===== src/rtl/genvar_chan_counter_bank.sv =====
// Bank of NCH event counters (channel i is W0+i bits wide), read out through a snapshot and valid/ready stream.
// Optional GENBANK_OVF_FLAG_EN adds sticky per-channel overflow flags, carried in the MSB of each beat.
module genvar_chan_counter_bank #(
    parameter  int NCH  = 4,
    parameter  int W0   = 2,
    parameter  int SAT  = 0,
    localparam int MAXW = W0 + NCH - 1,
`ifdef GENBANK_OVF_FLAG_EN
    localparam int OW   = MAXW + 1
`else
    localparam int OW   = MAXW
`endif
) (
    input  logic            clk,
    input  logic            rst,
    input  logic [NCH-1:0]  inc,
    input  logic [NCH-1:0]  clr,
    input  logic            start,
    output logic            busy,
    output logic            out_valid,
    input  logic            out_ready,
    output logic [2:0]      out_idx,
    output logic [OW-1:0]   out_data,
    output logic            out_last
`ifdef GENBANK_OVF_FLAG_EN
    ,
    output logic [NCH-1:0]  ovf
`endif
);

    typedef enum logic [1:0] {IDLE, SNAP, SEND} state_t;

    localparam logic [2:0] LAST_IDX = 3'(NCH - 1);

    state_t          r_state;
    logic [2:0]      r_idx;
    logic            w_snapEn;
    logic [OW-1:0]   w_beat [8];

    assign w_snapEn = (r_state == SNAP);

    for (genvar i = 0; i < NCH; i++) begin : chan
        localparam int             CW   = W0 + i;
        localparam logic [CW-1:0]  CMAX = '1;

        logic [CW-1:0] cnt;
        logic [CW-1:0] snap;
        logic [CW-1:0] w_cntNext;
        logic          w_atMax;

        assign w_atMax = (cnt == CMAX);

        // The snapshot takes the post-update value, so an inc in the SNAP cycle is included.
        always_comb begin
            w_cntNext = cnt;
            if (clr[i])
                w_cntNext = '0;
            else if (inc[i]) begin
                if (SAT != 0 && w_atMax)
                    w_cntNext = cnt;
                else
                    w_cntNext = cnt + CW'(1);
            end
        end

        always_ff @(posedge clk or posedge rst) begin
            if (rst) begin
                cnt  <= '0;
                snap <= '0;
            end else begin
                cnt <= w_cntNext;
                if (w_snapEn)
                    snap <= w_cntNext;
            end
        end

`ifdef GENBANK_OVF_FLAG_EN
        logic r_ovf;
        logic r_snapOvf;
        logic w_ovfNext;

        assign w_ovfNext = clr[i] ? 1'b0 : (r_ovf | (inc[i] & w_atMax));
        assign ovf[i]    = r_ovf;

        always_ff @(posedge clk or posedge rst) begin
            if (rst) begin
                r_ovf     <= 1'b0;
                r_snapOvf <= 1'b0;
            end else begin
                r_ovf <= w_ovfNext;
                if (w_snapEn)
                    r_snapOvf <= w_ovfNext;
            end
        end
`endif
    end

    // Readout reaches into each channel scope; unused mux slots read as zero.
    for (genvar k = 0; k < NCH; k++) begin : readout
`ifdef GENBANK_OVF_FLAG_EN
        assign w_beat[k] = {chan[k].r_snapOvf, MAXW'(chan[k].snap)};
`else
        assign w_beat[k] = OW'(chan[k].snap);
`endif
    end

    for (genvar j = NCH; j < 8; j++) begin : pad
        assign w_beat[j] = '0;
    end

    always_ff @(posedge clk or posedge rst) begin
        if (rst) begin
            r_state <= IDLE;
            r_idx   <= '0;
        end else begin
            unique case (r_state)
                IDLE: begin
                    if (start)
                        r_state <= SNAP;
                end
                SNAP: begin
                    r_idx   <= '0;
                    r_state <= SEND;
                end
                SEND: begin
                    if (out_ready) begin
                        if (r_idx == LAST_IDX) begin
                            r_idx   <= '0;
                            r_state <= IDLE;
                        end else begin
                            r_idx <= r_idx + 3'd1;
                        end
                    end
                end
                default: begin
                    r_state <= IDLE;
                    r_idx   <= '0;
                end
            endcase
        end
    end

    assign busy      = (r_state != IDLE);
    assign out_valid = (r_state == SEND);
    assign out_idx   = out_valid ? r_idx : 3'd0;
    assign out_last  = out_valid && (r_idx == LAST_IDX);
    assign out_data  = out_valid ? w_beat[r_idx] : '0;

endmodule


===== config.mk =====
export PLATFORM = sky130hd
export DESIGN_NAME = genvar_chan_counter_bank
export DESIGN_NICKNAME = d
export VERILOG_FILES = /design/src/rtl/genvar_chan_counter_bank.sv
export SDC_FILE = /design/constraint.sdc
export NUM_CORES = 1
export LEC_CHECK = 0
export ABC_CLOCK_PERIOD_IN_PS = 1350
export CAP_MARGIN = 0
export CORE_MARGIN = 3
export CORE_UTILIZATION = 47
export CTS_CLUSTER_SIZE = 30
export DETAILED_ROUTE_END_ITERATION = 10
export GPL_ROUTABILITY_DRIVEN = 0
export PLACE_DENSITY_LB_ADDON = 0.2
export SLEW_MARGIN = 15
export SYNTH_ARGS = -nofsm -noshare
export SYNTH_HDL_FRONTEND = slang
export SYNTH_SLANG_ARGS = --single-unit

===== constraint.sdc =====
create_clock -name clk -period 1.35 [get_ports clk]
set_input_delay 0.27 -clock clk [delete_from_list [all_inputs] [get_ports clk]]
set_output_delay 0.27 -clock clk [all_outputs]
set_load 0.1 [all_outputs]

-- Word-level counts from Yosys, hierarchy flattened
Index checks and enable logic that the tools add are counted.
W data, S select, Z words.
- bitwise logic cells: 2
- reductions and logical operators: 5
- eq/ne operators: 6
- $lt $le $gt $ge: 1
- muxes and demuxes: 20
- add/sub/neg operators: 5
- operator list (cell ; count):
    $mux W5 ; 5
    $bmux W5 S3 ; 1
    $mux W3 ; 5
    $mux W2 ; 5
    $mux W4 ; 2
    $add A3 B1 Y3 const B ; 2
    $pmux W2 S3 ; 1
    $pmux W3 S2 ; 1
    $add A5 B1 Y5 const B ; 1
    $add A4 B1 Y4 const B ; 1
    $ge A4 B4 Y1 const B ; 1
    $ne A2 B1 Y1 const B ; 2
    $not A3 Y4 ; 1
    $eq A3 B2 Y1 const B ; 1
    $reduce_and A3 Y1 ; 1
    $add A2 B1 Y2 const B ; 1
    $eq A2 B1 Y1 const B ; 1
    $eq A2 B2 Y1 const B ; 1
    $logic_not A2 Y1 ; 1
    $ne A2 B2 Y1 const B ; 1
    $reduce_and A2 Y1 ; 1
    $reduce_bool A2 Y1 ; 1
    $logic_and A1 B1 Y1 ; 1
    $not A1 Y1 ; 1
- logic and storage cells: 49
- flip-flop bits (word level): 33
- input bits: 12
- output and inout bits: 11

-- Logic depth before layout (Yosys ltp)
Gate-level depths: netlist of run 1.
- depth after elaboration: 5
- mapped depth: 4
- mapped depth without buffers: 4

-- Worst setup path after synthesis of run 1
No wires, ideal clock.
- path type: reg2out
- from: register r_state[0]
- to: output port out_data[2]
- data arrival time: 2.978 ns
- slack: -1.898 ns
- path buffers: 0
- stages on the path, launching flop included: 3
- data required time: 1.080 ns
- cells stage by stage: dfrtp_1 > nor3b_1 > a21boi_0
- cells in the longest elaborated chain, start to end: 2
- ends and longest elaborated chain (element ; line ; RTL):
    start: declaration ; 35 ; state_t r_state;
    start signal: assignment ; 113 ; r_state <= IDLE;
    start signal: assignment ; 119 ; r_state <= SNAP;
    start signal: assignment ; 123 ; r_state <= SEND;
    $eq A2 B2 Y1 ; 144 ; assign out_valid = (r_state == SEND);
    $mux W5 ; 147 ; assign out_data = out_valid ? w_beat[r_idx] : '0;
    end: declaration ; 23 ; output logic [OW-1:0] out_data,
Every way passes these cells.

-- Worst setup path in the final report of run 1
- from: register r_idx[0]
- to: output port out_data[0]
- cells in the longest elaborated chain, start to end: 5
- ends and longest elaborated chain (element ; line ; RTL):
    start: declaration ; 36 ; logic [2:0] r_idx;
    start signal: assignment ; 131 ; r_idx <= r_idx + 3'd1;
    $not A3 Y4 (implied by the code) ; 147 ;
    $bmux W5 S3 ; 147 ;
    $mux W5 (implied by the code) (2 in series) ; 147 ;
    $mux W5 ; 147 ;
Every way passes these cells. The select of a mux whose other input is x is not followed.

==> results.py, run 1 <==
metrics = {
    "run_status": {
        "status": "complete, but fails checks",
        "violations": "setup timing",
    },
    "yosys": {
        "synth_edf_count": 0,
        "syn_nets": 150,
        "synth_most_common_cell": "dfrtp_1",
        "yosysSeqAreaShare_pct": 54.01,
        "syn_avg_cell_area_um2": 11.41,
        "syn-instance-count": 134,
        "ys_warn_count": 0,
        "synthTopCellsByArea": "dfrtp_1, mux2_2, nor2_1",
        "synthDistinctLibCells": 29,
        "ys_ff_latch": 33,
        "synth_top_area_share_pct": 54.01,
        "synth_area_um2": 1529,
        "yosys.area.top_type": "dfrtp_1",
        "yosys-top-cells-count": "dfrtp_1, nor2_1, nand2_1, mux2_2",
        "async_flop_share_pct": 100.0,
        "synth_ff_type": "dfrtp_1",
    },
    "floorplan": {
        "initial_core_util_pct": 49.67,
        "dieArea_um2": 3973,
        "io_pins": 23,
        "die_h_um": 63.04,
        "die_w_um": 63.04,
        "rows": 20,
        "core_area_um2": 3078,
    },
    "clocking": {
        "cts_hold_buf": 0,
        "cts_tree": "done",
        "cts_root_buffer": "clkbuf_4",
        "cts_max_level": 2,
        "clkSinkCount": 33,
        "cts.clk_slew.worst_paths_ps": 100,
        "cts_buffer_depth": 2,
        "numCtsBuffers": 5,
        "clock_latency_ps": 330,
    },
    "worst_setup_path": {
        "critical-path-slowest-cell": "mux4_2",
        "crit_buf_inv": 1,
        "end_kind": "output port",
        "cp_slowest_stage_delay_ps": 510,
        "crit_type": "reg2out",
        "cp_top_family": "multiplexers",
        "critPathMaxFanout": 3,
        "crit_arrival_ps": 1600,
        "path_cells": "mux4_2 -> and2_4 -> buf_12",
        "required_ps": 1080,
        "critPathLaunchType": "flip-flop",
    },
    "global_route": {
        "antenna_found_initial": 0,
        "top_usage_layer": "met2",
        "grt_usage_pct": 18.37,
        "grt_start_max_net_pins": 34,
        "grt_use_met3_pct": 6.115,
        "gr-total-overflow": 0,
        "gr-usage-met2_pct": 30.04,
        "grt_pass1_vias": 1143,
        "grt_pass1_wl_um": 5457,
        "use_met1_pct": 22.31,
    },
    "power_and_ir_drop": {
        "swShare_pct": 36.36,
        "internal_power_mw": 2.633,
        "p_clk_share_pct": 18.7,
        "power_frac_comb_pct": 49.1,
        "p_sw_mw": 1.504,
        "p_leak_nw": 1.067,
        "seqPwrFrac_pct": 32.2,
        "vdd_drop_max_v": 0.0009773,
        "power.density_nw_per_um2": 1801,
    },
    "worst_hold_path": {
        "min_path_type": "in2async",
    },
    "sta": {
        "rsz0062_at_grt": "true",
        "worst_slew_pin_slew_ps": 286.9,
        "finClkSkew_ps": 6.088,
        "slew_violations": 0,
        "maxSlewHeadroom_pct": 80.71,
        "setup_viol": 14,
        "setup_slack_ps": -519.1,
        "finalCriticalPeriod_ps": 1869,
        "hold_viol": 0,
        "fmax_ghz": 0.5350,
        "fin_crit_sh_pct": 138.5,
    },
    "finish": {
        "num_antenna_cells": 0,
        "final_nets": 197,
        "fin_util_pct": 74.63,
        "fin_area_um2": 2297,
        "drive_above_1_share_pct": 37.91,
        "areaGrowthSynthToFinish_pct": 50.25,
    },
    "route": {
        "drc": 0,
        "drt_pass1_iterations": 4,
        "wl_per_cell_um": 15.41,
        "wirelength_um": 3483,
        "drt_iter0_drc": 43,
        "via_per_inst": 5.044,
        "route.antenna.remaining_nets": 0,
        "num_vias": 1140,
    },
    "placement": {
        "numPortBuffers": 22,
        "dpl_cell_area_um2": 2067,
        "hpwl_um": 2251,
    },
    "run": {
        "maxCapViolCount": 0,
    },
}
-- cell type report --
| type | instances | area (µm²) |
|---|---|---|
| fillers | 218 | 780.7 |
| repair buffers | 44 | 565.5 |
| well taps | 44 | 55.05 |
| clock buffers | 7 | 55.05 |
| inverters | 4 | 15.01 |
| multi-input cells | 93 | 748.2 |
| flip-flops and latches | 33 | 828.3 |
| clock inverters | 1 | 30.03 |
-- through the flow --
stage	setup WS (ps)	cells	hold WS (ps)	setup TNS [ps]	total power, mW
2_1_floorplan	-367.9	134	336.4	-2275	2.429
6_report	-519.1	226	256.6	-4465	4.138
3_5_place_dp	-175.8	208	476.0	-1781	3.086
3_3_place_gp	-165.5	208	467.5	-1412	3.042
4_1_cts	-528.6	218	264.9	-4320	3.994
5_1_grt	-591.5	226	257.6	-5533	4.338
-- what timing repair did --
action / CTS / global route
resized for setup: 12 / 3
setup buffers: 2 / 7
setup endpoints to repair: 12 / 20
pin swaps: 4 / 4
gates cloned: 0 / 1
hold endpoints to repair: 0 / 0
-- final timing paths --
path | from | end | slack, ps | depth (start not counted)
max | r_idx[0]$_DFFE_PP0P_ | out_data[0] | -520 | 3
min | rst | r_idx[1]$_DFFE_PP0P_ | 260 | 3
max reg2reg | r_idx[0]$_DFFE_PP0P_ | r_idx[0]$_DFFE_PP0P_ | -230 | 5
min reg2reg | chan[1].snap[2]$_DFFE_PP0N_ | chan[1].snap[2]$_DFFE_PP0N_ | 510 | 2
max in group asynchronous | rst | r_state[0]$_DFFE_PP0P_ | 920 | 3
min in group clk | start | r_state[0]$_DFFE_PP0P_ | 440 | 3
-- routing by layer --
metal  part of all wire (%)  routed length (µm)
met5                      0                   0
met4                    1.8                  61
met3                    4.3                 150
met2                     52                1796
met1                     42                1474
-- cells by family after synthesis --
| logic type | after synthesis | share of synthesized area, % |
|---|---|---|
| simple gates | 51 | 15.71 |
| fa+ha+maj | 4 | 3.273 |
| mux | 14 | 11.46 |
| xor+xnor | 11 | 6.301 |
| compound gates | 13 | 6.219 |
| buf+inv | 8 | 3.027 |
| flops | 33 | 54.01 |
-- power groups by stage --
stage	sequential, mW	combinational (mW)	clock [mW]
detailed placement	1.34	1.74	0
global route	1.37	2.14	0.834
CTS	1.33	1.88	0.781
finish	1.33	2.03	0.773
global placement	1.33	1.71	0
floorplan	1.31	1.12	0
-- flip-flops by register name, summed over array words and instances, names as in the netlist --
| register | count |
|---|---|
| r_state | 2 |
| r_idx | 3 |
| chan.cnt | 14 |
| chan.snap | 14 |
-- worst min-delay path, delay by kind of cell --
family	cells	cell delay [ps]
buffers and inverters	3	690
-- layout by cell type, fill, tap and decap left out, drive strengths merged --
master and n:
ha 4, a311oi 1, and2 6, inv 4, dfrtp 33, xnor2 4
buf 32, mux4 2, nand3b 1, o21ai 1, xor2 7, a21boi 2
nor2b 1, o31ai 7, bufinv 1, nand2 17, or3b 1, a21oi 1
clkbuf 8, clkdlybuf4s50 11, or2 1, nor3b 1, a41oi 1, mux2 8
mux2i 4, nand2b 2, nor2 18, nand4 3
(Power assumes the default switching activity.)
==> run 2: changes to the inputs <==
--- a/config.mk
+++ b/config.mk
@@ -12,7 +12,9 @@
 export CTS_CLUSTER_SIZE = 30
 export DETAILED_ROUTE_END_ITERATION = 10
 export GPL_ROUTABILITY_DRIVEN = 0
+export MAX_ROUTING_LAYER = met4
 export PLACE_DENSITY_LB_ADDON = 0.2
+export SETUP_SLACK_MARGIN = 0.3
 export SLEW_MARGIN = 15
 export SYNTH_ARGS = -nofsm -noshare
 export SYNTH_HDL_FRONTEND = slang
==> run 2 against run 1 <==
  * Highest routed layer unchanged
  * Critical path depth up 1
  * Total power up 4.4%
  * Combinational power is 14% higher
  * Critical path type unchanged
  * The run still ends with setup timing left
==> results.py, run 2 (same netlist as run 1, synthesis figures left out) <==
metrics = {
    "sta": {
        "fin_crit_sh_pct": 136.5,
        "finClkSkew_ps": 12.75,
        "setup_slack_ps": -492.7,
        "fmax_ghz": 0.5427,
        "slew_violations": 0,
        "rsz0062_at_grt": "true",
        "worst_slew_pin_slew_ps": 314.8,
        "maxSlewHeadroom_pct": 78.94,
        "finalCriticalPeriod_ps": 1843,
        "hold_viol": 0,
        "setup_viol": 28,
    },
    "clocking": {
        "cts_hold_buf": 0,
        "cts_tree": "done",
        "cts.clk_slew.worst_paths_ps": 110,
        "cts_buffer_depth": 2,
        "cts_max_level": 2,
        "clkSinkCount": 33,
        "clock_latency_ps": 340,
        "cts_root_buffer": "clkbuf_4",
        "numCtsBuffers": 5,
    },
    "route": {
        "wirelength_um": 3987,
        "wl_per_cell_um": 17.11,
        "drt_pass1_iterations": 4,
        "route.antenna.remaining_nets": 0,
        "drt_iter0_drc": 60,
        "drc": 0,
        "num_vias": 1200,
        "via_per_inst": 5.150,
    },
    "run": {
        "maxCapViolCount": 0,
    },
    "worst_setup_path": {
        "crit_arrival_ps": 1570,
        "r2r-end": "chan[3].snap[1]$_DFFE_PP0N_",
        "end_kind": "output port",
        "crit_type": "reg2out",
        "worstReg2RegStart": "r_state[0]$_DFFE_PP0P_",
        "crit_start": "r_state[0]$_DFFE_PP0P_",
        "critPathLaunchType": "flip-flop",
        "required_ps": 1080,
        "critPathMaxFanout": 2,
        "r2r_cells": 7,
        "reg2reg_slack_ps": -230,
    },
    "finish": {
        "fin_util_pct": 82.76,
        "final_cell_mix": "dfrtp_1, nor2_1, buf_4",
        "num_antenna_cells": 0,
        "final_nets": 204,
        "final_common_cell": "dfrtp_1",
        "drive_above_1_share_pct": 52.38,
        "finalNonFillerCells": 233,
        "fillers": 167,
        "largestRegisters": "chan.cnt (14), chan.snap (14), r_idx (3)",
        "areaGrowthSynthToFinish_pct": 66.61,
    },
    "global_route": {
        "antenna_found_initial": 0,
        "grt_pass1_vias": 1244,
        "grt_pass1_wl_um": 6147,
        "gr-total-overflow": 0,
        "grt_start_max_net_pins": 17,
        "grt_usage_pct": 20.98,
    },
    "floorplan": {
        "die_w_um": 63.04,
        "core_area_um2": 3078,
        "rows": 20,
        "io_pins": 23,
        "initial_core_util_pct": 49.67,
        "dieArea_um2": 3973,
        "die_h_um": 63.04,
    },
    "run_status": {
        "status": "complete, but fails checks",
        "violations": "setup timing",
    },
    "power_and_ir_drop": {
        "power.density_nw_per_um2": 1695,
        "vdd_drop_max_v": 0.0008820,
        "p_leak_nw": 1.171,
    },
    "placement": {
        "dpl.cell_count": 211,
        "numPortBuffers": 22,
        "hpwl_um": 2359,
    },
    "worst_hold_path": {
        "min_path_type": "in2async",
    },
}
run 2: where the power goes:
| group | switching, mW | total (mW) | internal, mW | leakage, nW |
|---|---|---|---|---|
| logic | 1.15 | 2.32 | 1.17 | 0.689 |
| clock network | 0.329 | 0.630 | 0.302 | 0.0413 |
| registers | 0.183 | 1.37 | 1.18 | 0.440 |
| total | 1.67 | 4.32 | 2.65 | 1.17 |
run 2: per-stage QoR:
step | setup TNS, ps | hold WS (ps) | total power [mW] | setup WS [ps] | cell area, µm²
6_report | -7730 | 146.2 | 4.319 | -492.7 | 2547
5_1_grt | -9034 | 150.6 | 4.529 | -559.1 | 2547
4_1_cts | -4668 | 138.9 | 4.120 | -517.8 | 2366
3_5_place_dp | -1644 | 471.1 | 3.114 | -156.9 | 2091
3_3_place_gp | -1249 | 464.1 | 3.060 | -134.3 | 2091
2_1_floorplan | -2388 | 336.4 | 2.449 | -367.9 | 1599
run 2: how the worst max path moves through the flow:
stage / end / slack, ps / cells after the start
4_1_cts: out_data[0] / -520 / 3
3_3_place_gp: out_data[0] / -130 / 3
6_report: out_data[2] / -490 / 4
5_1_grt: out_data[2] / -560 / 4
2_1_floorplan: out_idx[0] / -370 / 2
3_5_place_dp: out_data[0] / -160 / 3
run 2: timing repair:
item | CTS | global route
endpoints found under the setup margin | 34 | 38
pin swaps | 11 | 12
setup buffers | 11 | 3
gates resized for setup | 29 | 31
run 2: area by class of cell:
type	instances	area, µm²	area share (%)
Inverter	4	15.01	0.5894
Sequential cell	33	829.5	32.56
Tap cell	44	55.05	2.161
Clock inverter	1	5.005	0.1965
Timing Repair Buffer	51	630.6	24.75
Multi-Input combinational cell	93	947.2	37.18
Clock buffer	7	65.06	2.554
run 2: routing by layer:
metal / up-vias / share of wire, % / global-route usage, %
li1: 557 / - / -
met2: 24 / 53 / 33.33
met4: 0 / 2.2 / 9.642
met3: 7 / 3.0 / 4.676
met5: - / 0 / -
met1: 612 / 42 / 25.47
run 2: critical path: stages (launching register included):
cell,delay (ps)
dfrtp_2,440
nor3b_4,260
buf_6,150
a21boi_4,190
buf_12,190
==> run 3: changes to the inputs <==
--- a/config.mk
+++ b/config.mk
@@ -7,7 +7,7 @@
 export LEC_CHECK = 0
 export ABC_CLOCK_PERIOD_IN_PS = 1350
 export CAP_MARGIN = 0
-export CORE_MARGIN = 3
+export CORE_MARGIN = 2
 export CORE_UTILIZATION = 47
 export CTS_CLUSTER_SIZE = 30
 export DETAILED_ROUTE_END_ITERATION = 10
==> run 3 against run 2 <==
  * Worst hold slack improved by 100 ps
  * Routed wire length rose by 32%
  * Highest routed layer unchanged
  * Utilization rose by 7.8 points
  * Sequential share of layout area fell by 2.8 points
  * Non-clock buffer count rose by 5
  * Combinational power rose by 19%
  * Global-route usage rose by 5.6 points
  * The run still ends with setup timing left
==> results.py, run 3 (same netlist as run 1, synthesis figures left out) <==
metrics = {
    "worst_setup_path": {
        "end_kind": "output port",
        "critical-path-slowest-cell": "dfrtp_2",
        "required_ps": 1080,
        "worstReg2RegStart": "r_state[0]$_DFFE_PP0P_",
        "crit_arrival_ps": 1600,
        "path_cells": "nor3b_4 -> buf_6 -> a21boi_4 -> buf_12",
        "r2r-end": "chan[3].snap[1]$_DFFE_PP0N_",
        "crit_start": "r_state[0]$_DFFE_PP0P_",
        "crit_type": "reg2out",
        "cp_slowest_stage_delay_ps": 460,
        "critPathMaxFanout": 2,
        "path_depth": 4,
        "reg2reg_slack_ps": -130,
        "crit_buf_inv": 2,
        "r2r_cells": 6,
        "cp_top_family": "flip-flops",
        "critPathLaunchType": "flip-flop",
    },
    "floorplan": {
        "core_area_um2": 3078,
        "dieArea_um2": 3725,
        "die_w_um": 61.04,
        "io_pins": 23,
        "die_h_um": 61.04,
        "initial_core_util_pct": 49.67,
        "rows": 20,
    },
    "route": {
        "wirelength_um": 5273,
        "wl_per_cell_um": 22.16,
        "num_vias": 1327,
        "via_per_inst": 5.576,
        "drt_pass1_iterations": 4,
        "route.antenna.remaining_nets": 0,
        "drt_iter0_drc": 43,
        "drc": 0,
    },
    "placement": {
        "hpwl_um": 2352,
        "dpl.cell_count": 209,
        "numPortBuffers": 22,
    },
    "run_status": {
        "violations": "setup timing",
        "status": "complete, but fails checks",
    },
    "clocking": {
        "cts.clk_slew.worst_paths_ps": 110,
        "cts_hold_buf": 0,
        "cts_tree": "done",
        "clock_latency_ps": 350,
        "cts_buffer_depth": 2,
        "cts_root_buffer": "clkbuf_4",
        "numCtsBuffers": 5,
        "clkSinkCount": 33,
        "cts_max_level": 2,
    },
    "global_route": {
        "grt_usage_pct": 26.58,
        "grt_pass1_wl_um": 6651,
        "gr-total-overflow": 0,
        "antenna_found_initial": 0,
        "grt_pass1_vias": 1361,
        "grt_start_max_net_pins": 34,
    },
    "finish": {
        "fin_util_pct": 90.53,
        "final_common_cell": "dfrtp_1",
        "final_nets": 209,
        "finalNonFillerCells": 238,
        "seq_area_um2": 829.5,
        "areaGrowthSynthToFinish_pct": 82.24,
        "fillers": 112,
        "largestRegisters": "chan.cnt (14), chan.snap (14), r_idx (3)",
        "num_antenna_cells": 0,
        "drive_above_1_share_pct": 59.28,
        "multi_input_area_um2": 1076,
        "final_cell_mix": "dfrtp_1, buf_12, nor2_1",
    },
    "sta": {
        "setup_slack_ps": -518.4,
        "rsz0062_at_grt": "true",
        "setup_viol": 22,
        "slew_violations": 0,
        "worst_slew_pin_slew_ps": 349.4,
        "fmax_ghz": 0.5352,
        "finClkSkew_ps": 7.637,
        "final.setup.tns_ps": -5842,
        "hold_viol": 0,
        "maxSlewHeadroom_pct": 76.63,
        "fin_crit_sh_pct": 138.4,
        "whs_ps": 246.1,
        "finalCriticalPeriod_ps": 1868,
    },
    "power_and_ir_drop": {
        "p_leak_nw": 1.241,
        "vdd_drop_max_v": 0.001107,
        "power.density_nw_per_um2": 1688,
    },
    "worst_hold_path": {
        "min_path_type": "in2async",
    },
    "run": {
        "maxCapViolCount": 0,
    },
}
-- run 3: cell types whose count changed in the layout (fill, tap and decap cells not counted), sizes merged --
cell,delta
dlymetal6s2s,-2
buf,+4
clkinv,+1
dlygate4sd2,+2
-- run 3: routing by layer --
| metal | wire length [µm] | vias to the layer above | global-route usage, % |
|---|---|---|---|
| li1 | - | 570 | - |
| met1 | 2066 | 681 | 29.22 |
| met2 | 2703 | 54 | 44.22 |
| met3 | 237 | 22 | 7.983 |
| met4 | 266 | 0 | 12.11 |
| met5 | 0 | - | - |
-- run 3: report_power, final --
group	switching (mW)	internal (mW)
Sequential	0.195	1.18
Clock	0.363	0.198
Combinational	1.34	1.43
-- run 3: worst min-delay path, delay by kind of cell --
family / cells / cell delay, ps
buffers and inverters: 3 / 690
-- run 3: worst max path at each step --
stage / end / slack [ps]
after floorplan: out_idx[0] / -370
after global placement: out_data[1] / -130
after detailed placement: chan[3].snap[3]$_DFFE_PP0N_ / -170
after CTS: out_data[0] / -510
after global routing: out_data[0] / -560
final: out_data[2] / -520
-- run 3: area by class of cell --
type	instances	share of cell area [%]
multi-input combinational	93	38.62
sequential	33	29.77
timing repair buffer	56	27.26
tap	44	1.976
clock buffer	6	1.482
inverter	4	0.5388
clock inverter	2	0.3592
-- run 3: metrics by stage --
| step | power [mW] | setup slack, ps | area (µm²) |
|---|---|---|---|
| 5_1_grt | 4.850 | -560.5 | 2786 |
| 3_5_place_dp | 3.111 | -173.9 | 2076 |
| 2_1_floorplan | 2.449 | -367.9 | 1599 |
| 3_3_place_gp | 3.044 | -133.6 | 2076 |
| 6_report | 4.705 | -518.4 | 2786 |
| 4_1_cts | 4.179 | -513.6 | 2449 |
-- run 3: repair_timing --
action / in CTS / in global routing
buffers inserted: 13 / 5
gates cloned: 2 / 1
pin swaps: 12 / 17
setup endpoints to repair: 35 / 38
gates resized for setup: 35 / 51
hold endpoints to repair: 0 / 0
